`src/rtl/muldiv_iter.sv`:
```
// Iterative signed/unsigned multiply and restoring divide producing {hi, lo}.
// One bit per cycle over WIDTH cycles with a start/busy/done handshake.
module muldiv_iter #(
    parameter int WIDTH = 32
) (
    input  logic               clk,
    input  logic               rst,
    input  logic               start,
    input  logic [1:0]         op,
    input  logic [WIDTH-1:0]   a,
    input  logic [WIDTH-1:0]   b,
    input  logic               cancel,
    output logic               busy,
    output logic               done,
    output logic [2*WIDTH-1:0] result,
    output logic               div_by_zero
);

    localparam int CW = $clog2(WIDTH);

    typedef enum logic [1:0] {
        S_IDLE = 2'd0,
        S_MUL  = 2'd1,
        S_DIV  = 2'd2
    } state_e;

    state_e               state_q, state_d;
    logic [CW-1:0]        cnt_q, cnt_d;
    logic [WIDTH-1:0]     hi_q, hi_d;
    logic [WIDTH-1:0]     lo_q, lo_d;
    logic [WIDTH-1:0]     opb_q, opb_d;
    logic                 neg_q, neg_d;
    logic                 neg_rem_q, neg_rem_d;
    logic [2*WIDTH-1:0]   result_q, result_d;
    logic                 done_q, done_d;
    logic                 dbz_q, dbz_d;

    logic                 is_signed;
    logic [WIDTH-1:0]     mag_a, mag_b;
    logic [WIDTH:0]       mul_sum;
    logic [WIDTH-1:0]     mul_hi_nx, mul_lo_nx;
    logic [2*WIDTH-1:0]   prod, prod_fix;
    logic [WIDTH:0]       div_shift, div_trial;
    logic [WIDTH-1:0]     div_hi_nx, div_lo_nx;
    logic [WIDTH-1:0]     quo_fix, rem_fix;
    logic                 last_iter;

    // Magnitudes: negating the most negative value yields 2^(WIDTH-1) read as unsigned.
    assign is_signed = ~op[0];
    assign mag_a     = (is_signed && a[WIDTH-1]) ? -a : a;
    assign mag_b     = (is_signed && b[WIDTH-1]) ? -b : b;

    // Shift-add: lo holds the remaining multiplier bits, hi accumulates the product top.
    assign mul_sum   = {1'b0, hi_q} + (lo_q[0] ? {1'b0, opb_q} : '0);
    assign mul_hi_nx = mul_sum[WIDTH:1];
    assign mul_lo_nx = {mul_sum[0], lo_q[WIDTH-1:1]};
    assign prod      = {mul_hi_nx, mul_lo_nx};
    assign prod_fix  = neg_q ? -prod : prod;

    // Restoring step: bit WIDTH of the trial difference is the borrow.
    assign div_shift = {hi_q, lo_q[WIDTH-1]};
    assign div_trial = div_shift - {1'b0, opb_q};
    assign div_hi_nx = div_trial[WIDTH] ? div_shift[WIDTH-1:0] : div_trial[WIDTH-1:0];
    assign div_lo_nx = {lo_q[WIDTH-2:0], ~div_trial[WIDTH]};
    assign quo_fix   = neg_q ? -div_lo_nx : div_lo_nx;
    assign rem_fix   = neg_rem_q ? -div_hi_nx : div_hi_nx;

    assign last_iter = (cnt_q == CW'(WIDTH - 1));

    always_comb begin
        state_d   = state_q;
        cnt_d     = cnt_q;
        hi_d      = hi_q;
        lo_d      = lo_q;
        opb_d     = opb_q;
        neg_d     = neg_q;
        neg_rem_d = neg_rem_q;
        result_d  = result_q;
        done_d    = 1'b0;
        dbz_d     = dbz_q;
        unique case (state_q)
            S_IDLE: begin
                if (start && !cancel) begin
                    dbz_d     = 1'b0;
                    cnt_d     = '0;
                    hi_d      = '0;
                    neg_d     = is_signed & (a[WIDTH-1] ^ b[WIDTH-1]);
                    neg_rem_d = is_signed & a[WIDTH-1];
                    if (!op[1]) begin
                        state_d = S_MUL;
                        lo_d    = mag_b;
                        opb_d   = mag_a;
                    end else if (b == '0) begin
                        result_d = {a, {WIDTH{1'b1}}};
                        dbz_d    = 1'b1;
                        done_d   = 1'b1;
                    end else begin
                        state_d = S_DIV;
                        lo_d    = mag_a;
                        opb_d   = mag_b;
                    end
                end
            end
            S_MUL: begin
                if (cancel) begin
                    state_d = S_IDLE;
                end else begin
                    hi_d  = mul_hi_nx;
                    lo_d  = mul_lo_nx;
                    cnt_d = cnt_q + CW'(1);
                    if (last_iter) begin
                        state_d  = S_IDLE;
                        result_d = prod_fix;
                        done_d   = 1'b1;
                        dbz_d    = 1'b0;
                    end
                end
            end
            S_DIV: begin
                if (cancel) begin
                    state_d = S_IDLE;
                end else begin
                    hi_d  = div_hi_nx;
                    lo_d  = div_lo_nx;
                    cnt_d = cnt_q + CW'(1);
                    if (last_iter) begin
                        state_d  = S_IDLE;
                        result_d = {rem_fix, quo_fix};
                        done_d   = 1'b1;
                        dbz_d    = 1'b0;
                    end
                end
            end
            default: state_d = S_IDLE;
        endcase
    end

    always_ff @(posedge clk) begin
        if (rst) begin
            state_q   <= S_IDLE;
            cnt_q     <= '0;
            hi_q      <= '0;
            lo_q      <= '0;
            opb_q     <= '0;
            neg_q     <= 1'b0;
            neg_rem_q <= 1'b0;
            result_q  <= '0;
            done_q    <= 1'b0;
            dbz_q     <= 1'b0;
        end else begin
            state_q   <= state_d;
            cnt_q     <= cnt_d;
            hi_q      <= hi_d;
            lo_q      <= lo_d;
            opb_q     <= opb_d;
            neg_q     <= neg_d;
            neg_rem_q <= neg_rem_d;
            result_q  <= result_d;
            done_q    <= done_d;
            dbz_q     <= dbz_d;
        end
    end

    assign busy        = (state_q != S_IDLE);
    assign done        = done_q;
    assign result      = result_q;
    assign div_by_zero = dbz_q;

endmodule
```
`config.mk`:
```
export PLATFORM = sky130hd
export DESIGN_NAME = muldiv_iter
export DESIGN_NICKNAME = d
export VERILOG_FILES = /design/src/rtl/muldiv_iter.sv
export SDC_FILE = /design/constraint.sdc
export NUM_CORES = 1
export LEC_CHECK = 0
export ABC_AREA = 1
export BUFFER_PORTS_ARGS = -buffer_cell sky130_fd_sc_hd__buf_2
export CORE_MARGIN = 3
export CORE_UTILIZATION = 46
export DETAILED_ROUTE_END_ITERATION = 8
export PLACE_DENSITY_LB_ADDON = 0.3
export SLEW_MARGIN = 20
export SYNTH_ARGS = -nofsm -noshare
export SYNTH_HDL_FRONTEND = slang
export SYNTH_SLANG_ARGS = --single-unit
```
`constraint.sdc`:
```
create_clock -name clk -period 4.3 [get_ports clk]
set_clock_uncertainty 0.1 [all_clocks]
set_input_delay 0.215 -clock clk [delete_from_list [all_inputs] [get_ports clk]]
set_output_delay 0.215 -clock clk [all_outputs]
set_load 0.005 [all_outputs]
```
==> results.sh <==
export IMPL_combPwrFrac_pct=37.2
export IMPL_portBuffers=136
export IMPL_hold_depth=3
export IMPL_drive_gt1_share_pct=10.47
export IMPL_yosysSeqAreaShare_pct=17.56
export IMPL_grt_total_usage_pct=39.79
export IMPL_cts_max_path_buffers=2
export IMPL_die_w_um=211.9
export IMPL_fin_nets=3848
export IMPL_synth_flop_cell="dfxtp_1"
export IMPL_synth_commonest_cells="nand2_1, inv_1, nor2_1"
export IMPL_r2r_start="lo_q[31]"
export IMPL_rsz0062_at_grt="false"
export IMPL_p_total_mw=5.357
export IMPL_cpMostUsedCell="nand2_1"
export IMPL_avgSynthCellArea_um2=5.476
export IMPL_pre_cts_slack_ns=0.2809
export IMPL_final_cells=4248
export IMPL_cts_tree="yes"
export IMPL_cts_buffers=17
export IMPL_synth_seq_cells=171
export IMPL_die_area_um2=44900
export IMPL_num_rows=74
export IMPL_crit_path_max_fanout=25
export IMPL_slew_viol_final=0
export IMPL_layout_setup_ws_ns=0.2713
export IMPL_outcome="complete, no violations"
export IMPL_htree_levels=4
export IMPL_dp_cells=4211
export IMPL_critPathKind="reg -> reg"
export IMPL_die_y_um=211.9
export IMPL_cts_sinks=171
export IMPL_start_kind="register"
export IMPL_cp_arrival_ns=4.24
export IMPL_synth_top_cell_area_share_pct=20.44
export IMPL_antenna_found_initial=2
export IMPL_drt_pass1_iterations=8
export IMPL_clockPowerShare_pct=29.7
export IMPL_drt_iter0_markers=3387
export IMPL_hp_start="a[1]"
export IMPL_syn_to_final_growth_pct=12.22
export IMPL_syn_cell_area_um2=19500
export IMPL_synth_cells=3561
export IMPL_clock_latency_ns=0.48
export IMPL_fin_crit_ns=4.029
export IMPL_worst_slew_pin_slew_ns=1.092
export IMPL_async_reset_ff_share_pct=0
export IMPL_hold_end="result[33]"
export IMPL_fmax_ghz=0.2482
export IMPL_timing_rr_end="result[63]"
export IMPL_ant_nets=0
export IMPL_fp_coreArea_um2=41390
export IMPL_final_setup_viol_count=0
export IMPL_synth_area_leaders="nand2_1, dfxtp_1, inv_1, a21oi_1, nor2_1"
export IMPL_cts_root_buffer="clkbuf_16"
export IMPL_leakage_nw=11.25
export IMPL_power_density_nw_per_um2=244.8
export IMPL_drcViolationCount=0
export IMPL_yosys_area_top_type="nand2_1"
export IMPL_finalHoldViolCount=0
export IMPL_slew_headroom_pct=27.19
export IMPL_p_switching_mw=2.328
export IMPL_wl_per_cell_um=21.60
export IMPL_dp_hpwl_um=74220
export IMPL_synth_enable_flop_cells=0
export IMPL_maxCapViolCount=0
export IMPL_p_int_mw=3.029
export IMPL_grt_max_degree=83
export IMPL_ys_warn_count=0
export IMPL_critPathMaxStageDelay_ns=0.42
export IMPL_cp_required_ns=4.51
export IMPL_power_frac_seq_pct=33.1
export IMPL_fin_util_pct=52.87
export IMPL_fin_setup_tns_ns=0
export IMPL_grt_pass1_vias=22050
export IMPL_globalplace_congestion=1.075
export IMPL_clk_pin_slew_ns=0.07
export IMPL_swShare_pct=43.46
export IMPL_gr_total_overflow=0
export IMPL_slowest_stage="dfxtp_1"
export IMPL_initial_core_util_pct=47.11
export IMPL_cts_setup_buffers=0
export IMPL_totalWireLength_um=91750
export IMPL_synthDistinctLibCells=62
export IMPL_io_pins=137
export IMPL_peakVddDrop_mv=0.2910
export IMPL_reg2reg_slack_ns=0.27
export IMPL_synth_most_common_cell="nand2_1"
export IMPL_grt_pass1_wl_um=134800
export IMPL_num_vias=24761
export IMPL_synth_nets=3707
export IMPL_viasPerCell=5.829
export IMPL_cp_end_kind="register"
export IMPL_reg2reg_depth=26
export IMPL_min_path_type="in -> reg"
export IMPL_period_share_pct=93.69
[critical path: cells and delay by family, from the launching register on]
family                     cells  cell delay (ns)
and+or+nand+nor               20             2.17
adders and majority gates      2             0.66
buffers and inverters          3             0.43
DFF                            1             0.42
AOI/OAI and AO/OA              1             0.06
[routing by layer]
layer  wire length, um  global-route usage [%]
met5                33                   1.078
met3             12240                   9.707
met4              4844                   17.88
met2             36940                   57.89
met1             37690                   55.44
[state kept, by name, summed over array words and instances (netlist names), 2 cells and up]
register and cells:
result 64, hi_q 32, lo_q 32, opb_q 32
cnt_q 5, state_q 2
[how the worst max path moves through the flow]
stage | to | slack, ns | startpoint
finish | result[63] | 0.27 | lo_q[31]
global route | result[63] | 0.003 | lo_q[31]
CTS | result[63] | 0.28 | lo_q[31]
floorplan | result[4] | 1.01 | lo_q[31]
detailed placement | result[63] | 0.28 | lo_q[31]
global placement | result[63] | 0.36 | lo_q[31]
[layout by cell type, fill, tap and decap left out, types with 6 or more instances in the layout]
master and n:
o31ai_1 7, o21ai_0 222, buf_2 135, o21bai_1 7
dfxtp_1 169, nor4_1 10, buf_4 123, clkbuf_16 17
o221ai_1 9, a21oi_1 283, a41oi_1 8, a31oi_1 20
xor2_1 60, o22ai_1 16, nand2_1 1062, nand3_1 236
nand2_2 25, nand3b_1 7, inv_2 10, nor2_1 370
nand4_1 65, inv_1 518, nor2_2 15, or2_2 7
a211oi_1 14, o211ai_1 38, inv_6 6, xnor2_1 19
a32oi_1 6, nor3_1 53, o21ai_1 8, o2111ai_1 7
ha_1 71
[final cells by class]
type / count / area [um^2]
Fill cell: 4570 / 19510
Multi-Input combinational cell: 2715 / 13480
Sequential cell: 171 / 3426
Inverter: 529 / 1986
Timing Repair Buffer: 268 / 1742
Tap cell: 532 / 665.6
Clock buffer: 19 / 452.9
Clock inverter: 13 / 123.9
Antenna cell: 1 / 2.502
[logic make-up (layout without fill, tap and decap cells)]
kind of cell / Yosys count / after routing / synth area share (%)
and+or+nand+nor: 1876 / 1876 / 40.50
AOI/OAI and AO/OA: 684 / 684 / 19.96
buffers and inverters: 675 / 829 / 13.48
DFF: 171 / 171 / 17.56
xor gates and xnor gates: 79 / 79 / 3.548
adders and majority gates: 76 / 76 / 4.954
other: 0 / 1 / 0
[power groups by stage]
stage                     Sequential [mW]  Clock, mW  Combinational (mW)
after global routing                 1.77       1.66                2.14
after detailed placement             1.80          0                1.89
after CTS                            1.76       1.59                1.91
final                                1.77       1.59                1.99
after global placement               1.80          0                1.89
after floorplan                      1.74          0                1.24
[per-stage QoR]
stage / cell area [um^2] / hold slack, ns
finish: 21880 / 0.01678
global route: 21880 / 0.05506
CTS: 21860 / 0.007999
detailed placement: 21240 / 0.3525
global placement: 21240 / 0.3529
floorplan: 19500 / 0.2849
[what timing repair did]
action / 4_1_cts / 5_1_grt
resized for setup: 0 / 6
endpoints found under the hold margin: 19 / 0
setup endpoints to repair: 0 / 7
hold buffers: 4 / 0
Power figures use the tool's default switching activity.
